## config.mk

```make
export PLATFORM = sky130hd
export DESIGN_NAME = linear_layer_srl_fifo
export DESIGN_NICKNAME = d
export VERILOG_FILES = /design/src/rtl/linear_layer_srl_fifo.sv
export SDC_FILE = /design/constraint.sdc
export NUM_CORES = 1
export LEC_CHECK = 0
export ABC_AREA = 1
export CAP_MARGIN = 40
export CORE_MARGIN = 2
export CORE_UTILIZATION = 50
export CTS_CLUSTER_DIAMETER = 120
export DETAILED_ROUTE_END_ITERATION = 6
export GPL_ROUTABILITY_DRIVEN = 0
export GPL_TIMING_DRIVEN = 0
export PLACE_DENSITY = 0.75
export SKIP_LAST_GASP = 1
export SLEW_MARGIN = 40
export SYNTH_ARGS = -nofsm -noshare
export SYNTH_HDL_FRONTEND = slang
export SYNTH_SLANG_ARGS = --single-unit
```

## constraint.sdc

```tcl
create_clock -name clk -period 8.4 [get_ports clk]
set_input_delay 1.68 -clock clk [delete_from_list [all_inputs] [get_ports clk]]
set_output_delay 1.68 -clock clk [all_outputs]
set_load 0.03 [all_outputs]
```

## src/rtl/linear_layer_srl_fifo.sv

```systemverilog
`default_nettype none
// ============================================================================
// Module   : linear_layer_srl_fifo
// Purpose  : Shift-register FIFO with first-word fall-through read, registered
//            status flags, occupancy count and sticky overflow/underflow flags.
// Revision : 1.0 - initial release
// ============================================================================
module linear_layer_srl_fifo #(
    parameter int DATA_WIDTH = 32,
    parameter int ADDR_WIDTH = 2,
    parameter int DEPTH      = 4,
    parameter int AF_LEVEL   = DEPTH - 1,
    parameter int AE_LEVEL   = 1
) (
    input  logic                  clk,
    input  logic                  reset,
    input  logic                  if_write_ce,
    input  logic                  if_write,
    input  logic [DATA_WIDTH-1:0] if_din,
    output logic                  if_full_n,
    input  logic                  if_read_ce,
    input  logic                  if_read,
    output logic [DATA_WIDTH-1:0] if_dout,
    output logic                  if_empty_n,
    output logic [ADDR_WIDTH:0]   if_count,
    output logic                  if_almost_full,
    output logic                  if_almost_empty,
    output logic                  if_ovf,
    output logic                  if_udf
);

    localparam int CW = ADDR_WIDTH + 1;
    localparam logic [CW-1:0] c_one   = CW'(1);
    localparam logic [CW-1:0] c_zero  = CW'(0);
    localparam logic [CW-1:0] c_depth = CW'(DEPTH);
    localparam logic [CW-1:0] c_af    = CW'(AF_LEVEL);
    localparam logic [CW-1:0] c_ae    = CW'(AE_LEVEL);

    logic [DATA_WIDTH-1:0] r_mem [DEPTH];
    logic [CW-1:0]         r_count;
    logic                  r_full_n;
    logic                  r_empty_n;
    logic                  r_almost_full;
    logic                  r_almost_empty;
    logic                  r_ovf;
    logic                  r_udf;

    logic                  w_wr_acc;
    logic                  w_rd_acc;
    logic [CW-1:0]         w_count_nxt;
    logic [ADDR_WIDTH-1:0] w_rd_addr;

    assign w_wr_acc = if_write & if_write_ce & r_full_n;
    assign w_rd_acc = if_read  & if_read_ce  & r_empty_n;

    always_comb begin
        w_count_nxt = r_count;
        case ({w_wr_acc, w_rd_acc})
            2'b10:   w_count_nxt = r_count + c_one;
            2'b01:   w_count_nxt = r_count - c_one;
            default: w_count_nxt = r_count;
        endcase
    end

    // Storage is deliberately left out of reset; only the bookkeeping clears.
    always_ff @(posedge clk) begin
        if (w_wr_acc && !reset) begin
            r_mem[0] <= if_din;
            for (int i = 1; i < DEPTH; i++) begin
                r_mem[i] <= r_mem[i-1];
            end
        end
    end

    always_ff @(posedge clk) begin
        if (reset) begin
            r_count        <= c_zero;
            r_full_n       <= 1'b1;
            r_empty_n      <= 1'b0;
            r_almost_full  <= 1'b0;
            r_almost_empty <= 1'b1;
            r_ovf          <= 1'b0;
            r_udf          <= 1'b0;
        end else begin
            r_count        <= w_count_nxt;
            r_full_n       <= (w_count_nxt != c_depth);
            r_empty_n      <= (w_count_nxt != c_zero);
            r_almost_full  <= (w_count_nxt >= c_af);
            r_almost_empty <= (w_count_nxt <= c_ae);
            if (if_write && if_write_ce && !r_full_n) begin
                r_ovf <= 1'b1;
            end
            if (if_read && if_read_ce && !r_empty_n) begin
                r_udf <= 1'b1;
            end
        end
    end

    generate
        if (DEPTH == 1) begin : g_single
            assign w_rd_addr = '0;
        end else begin : g_multi
            // Oldest entry sits at count-1; registered so dout is a pure mux.
            localparam logic [ADDR_WIDTH-1:0] c_addr_one = ADDR_WIDTH'(1);
            logic [ADDR_WIDTH-1:0] r_rd_addr;
            always_ff @(posedge clk) begin
                if (reset) begin
                    r_rd_addr <= '1;
                end else begin
                    r_rd_addr <= w_count_nxt[ADDR_WIDTH-1:0] - c_addr_one;
                end
            end
            assign w_rd_addr = r_rd_addr;
        end
    endgenerate

    assign if_dout         = r_mem[w_rd_addr];
    assign if_full_n       = r_full_n;
    assign if_empty_n      = r_empty_n;
    assign if_count        = r_count;
    assign if_almost_full  = r_almost_full;
    assign if_almost_empty = r_almost_empty;
    assign if_ovf          = r_ovf;
    assign if_udf          = r_udf;

endmodule
`default_nettype wire

```

==> results_dict.tcl, run 1 <==
set metrics [dict create \
    dp_cells 593 \
    synth_edf_count 128 \
    path_clk_slew_ns 0.06 \
    synth-seq-cells 139 \
    rsz0062_at_grt "false" \
    hold_class "flop to flop" \
    drt_iter0_drc 229 \
    first_pass_iters 4 \
    cts_resized 0 \
    initial_core_util_pct 50.8 \
    ir_worst_vdd_uv 202 \
    synth_area_um2 5200 \
    endpoint_kind "output pin" \
    clkPwrFrac_pct 34.9 \
    final_cells 624 \
    cts_hold_buf 0 \
    period_needed_ns 4.21 \
    synth-async-reset-ratio_pct 0 \
    synthTopCellsByCount "128 x edfxtp_1, 72 x nor2_1, 58 x o21ai_0" \
    p_leak_nw 2.33 \
    cp_top_family "buffers and inverters" \
    cts_tree "built" \
    drt-wirelength-per-cell_um 16.1 \
    grt_pass1_wl_um 15900 \
    cap_viol_max_count 0 \
    cp.required_ns 6.72 \
    die_w_um 106 \
    synth_cell_type_count 22 \
    h-tree-depth 4 \
    clock-root-buffer "clkbuf_8" \
    area_growth_pct 31.6 \
    status "finished clean" \
    fin_util_pct 66.9 \
    antenna_left 0 \
    finalClockSkew_ns 0.00777 \
    relSlewSlack_pct 65.3 \
    final_nets 519 \
    antenna_found_initial 0 \
    path_class "flop to output pin" \
    clock_sinks 139 \
    crit_chain "inv_1, clkbuf_1, o21ai_0, o22ai_1, clkdlybuf4s50_1" \
    slew_violations 0 \
    drive_gt1_share_pct 10.5 \
    p_seq_share_pct 40.9 \
    synth_nets 416 \
    tns_ns 0 \
    numCtsBuffers 17 \
    yosys.cell_count.top_type "edfxtp_1" \
    fillers 744 \
    hpwlAfterDp_um 6500 \
    p_comb_share_pct 24.1 \
    crit_fanout 10 \
    yosys_warnings 0 \
    vias_per_cell 5.31 \
    cpPeakStageDelay_ns 0.70 \
    power.switching_mw 0.585 \
    grt_usage_pct 18.6 \
    syn_inst 373 \
    fmax_ghz 0.237 \
    crit_buf_inv 3 \
    coreArea_um2 10200 \
    syn_area_per_cell_um2 13.9 \
    drc_errors 0 \
    synth-main-ff-cell "edfxtp_1" \
    setup_viol 0 \
    insertion_delay_ns 0.52 \
    cp.arrival_ns 2.53 \
    yosys-top-cells-area "edfxtp_1 74%, o21ai_0 5.6%, nor2_1 5.2%" \
    die_h_um 106 \
    grt_max_degree 21 \
    synth_largest_area_cell "edfxtp_1" \
    postCtsSetupRepairBufs 0 \
    clockBufferDepth 2 \
    power.density_nw_per_um2 284 \
    ys_seq_area_share_pct 78.1 \
    vias 3313 \
    gr-total-overflow 0 \
    worst_slew_pin_slew_ns 0.521 \
    slowest_stage "clkdlybuf4s50_1" \
    wl_um 10100 \
    grt_pass1_vias 3257 \
    fin_area_um2 6840 \
    dieArea_um2 11200 \
    ios 79 \
    swShare_pct 30.1 \
    row_count 37 \
    diodes 0 \
    portBuffers 77 \
    internal_power_mw 1.36 \
    dpl_cell_area_um2 6300 \
    yosys.area.top_type_share_pct 73.9 \
    total_power_mw 1.94 \
    crit_path_start_kind "flop" \
    period_share_pct 50.2 \
    hold_viol 0 \
]
[flip-flops by register name, indices dropped and copies added (netlist names), named ones only]
| name | count |
|---|---|
| r_mem | 128 |
| if_count | 3 |
| if_almost_empty | 1 |
| if_almost_full | 1 |
| if_empty_n | 1 |
| if_full_n | 1 |
| if_ovf | 1 |
| if_udf | 1 |
[cell families (layout without fill, tap and decap cells)]
logic type | count (synthesis) | count (layout) | synth area share (%)
fa+ha+maj | 5 | 5 | 1.35
xor+xnor | 2 | 2 | 0.337
simple gates | 93 | 93 | 6.83
compound gates | 101 | 101 | 10.6
flops | 139 | 139 | 78.1
buf+inv | 33 | 148 | 2.77
[layout by cell type, fill, tap and decap left out, types with 3 or more instances in the layout]
cell type	n
buf_2	10
ha_1	4
dfxtp_1	11
inv_1	12
clkinvlp_4	5
o21ai_0	58
buf_16	4
nor2_1	71
buf_8	3
clkdlybuf4s50_1	77
o22ai_1	32
clkbuf_16	16
nand3_1	3
edfxtp_1	128
clkbuf_1	9
o21ai_1	8
inv_6	4
nand2_1	17
[path summary, 6_finish.rpt]
| path | startpoint | endpoint | slack [ns] | cells after the start |
|---|---|---|---|---|
| worst min register to register | r_mem[2][22]$_DFFE_PP_ | r_mem[3][22]$_DFFE_PP_ | 0.44 | 0 |
| worst max-delay path | flop | if_dout[29] | 4.19 | 5 |
| worst max register to register | if_full_n$_SDFF_PP1_ | if_almost_empty$_SDFF_PP1_ | 6.45 | 11 |
| worst min-delay path | r_mem[2][22]$_DFFE_PP_ | r_mem[3][22]$_DFFE_PP_ | 0.44 | 0 |
[layer usage]
| layer | routed length, um | GRT usage (%) |
|---|---|---|
| met1 | 4490 | 24.4 |
| met2 | 4860 | 29.7 |
| met3 | 600 | 6.25 |
| met4 | 96 | 6.02 |
| met5 | 0 | 0 |
[per-stage QoR]
step                      setup WS [ns]  hold slack, ns
after floorplan                   0.593           0.421
after global placement            -1.57           0.423
after detailed placement           4.63           0.428
after CTS                          4.12           0.442
after global routing               4.03           0.444
final                              4.19           0.444
[power by group through the flow]
stage               Combinational [mW]  Clock [mW]  Sequential [mW]
finish                           0.468       0.678            0.795
CTS                              0.473       0.689            0.795
detailed placement               0.471           0            0.810
global route                     0.503       0.718            0.798
floorplan                        0.265           0            0.822
global placement                 0.458           0            0.814
[cell type report]
cell class / count / area [um2] / share of cell area, %
Buffer: 20 / 92.6 / 1.35
Clock buffer: 18 / 418 / 6.11
Clock inverter: 13 / 120 / 1.76
Inverter: 13 / 51.3 / 0.750
Multi-Input combinational cell: 201 / 1000 / 14.6
Sequential cell: 139 / 4060 / 59.4
Tap cell: 136 / 170 / 2.49
Timing Repair Buffer: 84 / 926 / 13.5
(Power assumes the default switching activity.)
==> run 2, diff against run 1 <==
==> constraint.sdc (replaced) <==
create_clock -name clk -period 4.1 [get_ports clk]
set_input_delay 0.82 -clock clk [delete_from_list [all_inputs] [get_ports clk]]
set_output_delay 0.82 -clock clk [all_outputs]
set_load 0.03 [all_outputs]
==> run 2 against run 1 <==
Net effect:
- count of clock-buffer cells in the layout shrank 1
- clock power up 110%
- first-iteration DRC count decreased by 10%
- die area is the same
- worst hold slack worse by 0.0021 ns
- critical path type unchanged
- sequential share of layout area down 0.065 points
- total power rose by 110%
- clock skew is essentially flat
- flip-flop and latch count did not move
- via count rose by 1.8%
- wire length is 2.6% higher
- utilization grew 0.073 points
==> results_dict.tcl, run 2 (synthesis gave the netlist of run 1 again) <==
set metrics [dict create \
    antenna_left 0 \
    path_clk_slew_ns 0.06 \
    slew_violations 0 \
    first_pass_iters 4 \
    cts_tree "built" \
    clock_sinks 139 \
    area_growth_pct 31.7 \
    period_needed_ns 3.36 \
    seq_area_um2 4060 \
    cp.arrival_ns 2.54 \
    power.density_nw_per_um2 582 \
    dp_cells 593 \
    crit_chain "inv_1, clkbuf_1, o21ai_0, o22ai_1, clkdlybuf4s50_1" \
    slowest_stage "clkdlybuf4s50_1" \
    drt_iter0_drc 205 \
    crit_fanout 10 \
    wl_um 10300 \
    cts_resized 0 \
    grt_usage_pct 18.9 \
    multiInputGateArea_um2 1000 \
    cp_top_family "buffers and inverters" \
    final_common_cell "edfxtp_1" \
    rsz0062_at_grt "false" \
    cp.required_ns 3.28 \
    portBuffers 77 \
    fmax_ghz 0.297 \
    crit_path_start_kind "flop" \
    period_share_pct 82.1 \
    gr-total-overflow 0 \
    hpwlAfterDp_um 6840 \
    grt_pass1_vias 3318 \
    hold_viol 0 \
    path_class "flop to output pin" \
    final_cells 625 \
    final_nets 519 \
    coreArea_um2 10200 \
    dpl_cell_area_um2 6300 \
    relSlewSlack_pct 69.3 \
    drc_errors 0 \
    insertion_delay_ns 0.51 \
    finalClockSkew_ns 0.00736 \
    clock-root-buffer "clkbuf_8" \
    regMostFlops "r_mem" \
    grt_max_degree 21 \
    vias_per_cell 5.40 \
    initial_core_util_pct 50.8 \
    dieArea_um2 11200 \
    numCtsBuffers 17 \
    postCtsSetupRepairBufs 0 \
    ir_worst_vdd_uv 372 \
    setup_viol 0 \
    endpoint_kind "output pin" \
    ios 79 \
    hold_class "flop to flop" \
    cap_viol_max_count 0 \
    cpPeakStageDelay_ns 0.72 \
    largest_reg_flops 128 \
    status "finished clean" \
    crit_buf_inv 3 \
    row_count 37 \
    diodes 0 \
    worst_slew_pin_slew_ns 0.460 \
    grt_pass1_wl_um 16300 \
    antenna_found_initial 0 \
    vias 3372 \
    final_cell_mix "128 x edfxtp_1, 77 x clkdlybuf4s50_1, 71 x nor2_1" \
    drive_gt1_share_pct 10.8 \
    clockBufferDepth 2 \
    die_h_um 106 \
    cts_hold_buf 0 \
    drt-wirelength-per-cell_um 16.5 \
    h-tree-depth 4 \
    p_leak_nw 2.34 \
    fin_area_um2 6850 \
    fillers 720 \
    die_w_um 106 \
]
## run 2: routing by layer
metal | wire length [um] | up-vias | share of wire [%] | GRT usage (%)
li1 | - | 1595 | - | -
met1 | 4430 | 1659 | 43 | 23.8
met2 | 5270 | 108 | 51 | 31.4
met3 | 491 | 10 | 4.8 | 5.89
met4 | 128 | 0 | 1.2 | 6.20
met5 | 0 | - | 0 | 0
## run 2: worst reg2reg max path: cells and delay by family, from the launching register on
kind | cells | cell delay [ns]
AO/OA/AOI/OAI | 1 | 0.25
adder cells (fa/ha/maj) | 3 | 0.96
buffers and inverters | 2 | 0.09
flip-flops | 1 | 0.34
AND/OR/NAND/NOR | 4 | 0.29
## run 2: final timing paths
kind	start	endpoint	slack, ns	cells after the start
setup / recovery	flop	if_dout[11]	0.74	5
hold / removal	r_mem[1][25]$_DFFE_PP_	r_mem[2][25]$_DFFE_PP_	0.44	0
setup reg to reg	if_full_n$_SDFF_PP1_	if_almost_full$_SDFF_PP0_	2.11	10
hold reg to reg	r_mem[1][25]$_DFFE_PP_	r_mem[2][25]$_DFFE_PP_	0.44	0
## run 2: per-stage QoR
step	setup WS, ns	setup TNS [ns]	total power, mW	hold WS [ns]	utilization, %
after floorplan	0.743	0	2.22	0.421	-
final	0.736	0	3.99	0.442	67.0
after CTS	0.659	0	4.01	0.443	67.0
after global routing	0.561	0	4.14	0.449	67.0
after global placement	-0.317	-39.88	2.60	0.423	60.1
after detailed placement	1.17	0	2.63	0.426	61.6
## run 2: power by group
part	total, mW	leakage [nW]	switching (mW)	internal (mW)
Combinational	0.968	0.820	0.592	0.376
Sequential	1.63	1.27	0.0289	1.60
Clock	1.39	0.257	0.624	0.766
## run 2: final cells by class
type	instances	share of cell area (%)
clock buffer	17	6.05
tap	136	2.48
inverter	13	0.749
timing repair buffer	84	13.5
clock inverter	15	1.92
buffer	20	1.35
multi-input combinational	201	14.6
sequential	139	59.3
==> run 3, diff against run 2 <==
==> constraint.sdc (replaced) <==
create_clock -name clk -period 3.3 [get_ports clk]
set_input_delay 0.66 -clock clk [delete_from_list [all_inputs] [get_ports clk]]
set_output_delay 0.66 -clock clk [all_outputs]
set_load 0.03 [all_outputs]
==> run 3 against run 2 <==
Net effect:
- highest routed layer unchanged
- non-clock buffer count is the same
- design area is essentially flat
- utilization is essentially flat
- sequential power grew 24%
- count of clock-buffer cells in the layout is the same
- die area is the same
==> results_dict.tcl, run 3 (synthesis gave the netlist of run 1 again) <==
set metrics [dict create \
    worst_slew_pin_slew_ns 0.454 \
    grt_usage_pct 18.9 \
    initial_core_util_pct 50.8 \
    hold_viol 0 \
    vias 3355 \
    hold_class "flop to flop" \
    coreArea_um2 10200 \
    crit_fanout 10 \
    power.density_nw_per_um2 722 \
    postCtsSetupRepairBufs 0 \
    regMostFlops "r_mem" \
    rsz0062_at_grt "false" \
    dp_cells 593 \
    antenna_found_initial 0 \
    wl_um 10200 \
    grt_pass1_vias 3318 \
    fmax_ghz 0.319 \
    numCtsBuffers 17 \
    die_w_um 106 \
    grt_pass1_wl_um 16300 \
    cts_resized 0 \
    path_class "flop to output pin" \
    dieArea_um2 11200 \
    drt_iter0_drc 190 \
    cap_viol_max_count 0 \
    diodes 0 \
    crit_path_start_kind "flop" \
    status "finished clean" \
    path_clk_slew_ns 0.06 \
    ios 79 \
    period_needed_ns 3.13 \
    die_h_um 106 \
    setup_viol 0 \
    gr-total-overflow 0 \
    drive_gt1_share_pct 11.5 \
    portBuffers 77 \
    ir_worst_vdd_uv 462 \
    drt-wirelength-per-cell_um 16.4 \
    total_power_mw 4.95 \
    final_common_cell "edfxtp_1" \
    hpwlAfterDp_um 6840 \
    relSlewSlack_pct 69.7 \
    drc_errors 0 \
    period_share_pct 94.9 \
    area_growth_pct 31.8 \
    p_leak_nw 2.35 \
    first_pass_iters 4 \
    largest_reg_flops 128 \
    clock_sinks 139 \
    grt_max_degree 21 \
    clockBufferDepth 2 \
    h-tree-depth 4 \
    clock-root-buffer "clkbuf_8" \
    cp.arrival_ns 2.47 \
    fillers 718 \
    final_cells 625 \
    cts_tree "built" \
    row_count 37 \
    final_cell_mix "128 x edfxtp_1, 77 x clkdlybuf4s50_1, 71 x nor2_1" \
    finalClockSkew_ns 0.00524 \
    slew_violations 0 \
    endpoint_kind "output pin" \
    cp.required_ns 2.64 \
    vias_per_cell 5.37 \
    antenna_left 0 \
    final_nets 519 \
    cts_hold_buf 0 \
    insertion_delay_ns 0.51 \
]
## run 3: layout make-up
| cell class | instances | area, um2 | share of cell area (%) |
|---|---|---|---|
| timing repair buffer | 84 | 926 | 13.5 |
| sequential | 139 | 4060 | 59.3 |
| tap | 136 | 170 | 2.48 |
| clock buffer | 17 | 414 | 6.04 |
| inverter | 13 | 51.3 | 0.748 |
| buffer | 20 | 96.3 | 1.41 |
| clock inverter | 15 | 131 | 1.92 |
| multi-input combinational | 201 | 1000 | 14.6 |
## run 3: final timing paths
check / start / end / slack [ns] / cells after the start
setup / recovery: flop / if_dout[29] / 0.17 / 5
hold / removal: r_mem[1][24]$_DFFE_PP_ / r_mem[2][24]$_DFFE_PP_ / 0.44 / 0
setup reg to reg: if_full_n$_SDFF_PP1_ / if_almost_full$_SDFF_PP0_ / 1.31 / 10
hold reg to reg: r_mem[1][24]$_DFFE_PP_ / r_mem[2][24]$_DFFE_PP_ / 0.44 / 0
## run 3: critical path: stages, from the launching register on
cell             delay, ns
dfxtp_1               0.37
inv_1                 0.16
clkbuf_1              0.38
o21ai_0               0.17
o22ai_1               0.18
clkdlybuf4s50_1       0.70
## run 3: power breakdown
group          switching [mW]  leakage, nW  internal (mW)
combinational           0.737        0.829          0.470
clock                   0.767        0.257          0.952
sequential             0.0358         1.27           1.99
## run 3: stage by stage
stage / worst slack, ns / instance area, um2 / hold WS (ns) / util (%) / setup TNS [ns]
after detailed placement: 0.528 / 6300 / 0.426 / 61.6 / 0
after global routing: 0.0214 / 6850 / 0.449 / 67.0 / 0
after floorplan: 0.103 / 5210 / 0.421 / - / 0
final: 0.169 / 6850 / 0.442 / 67.0 / 0
after CTS: 0.0187 / 6850 / 0.443 / 67.0 / 0
after global placement: -0.957 / 6150 / 0.423 / 60.1 / -121.80
## run 3: per-layer routing
layer / part of all wire, % / global-route usage (%) / wire, um
met3: 5.5 / 5.89 / 561
met5: 0 / 0 / 0
met2: 51 / 31.4 / 5230
met4: 1.3 / 6.20 / 132
met1: 42 / 23.8 / 4320
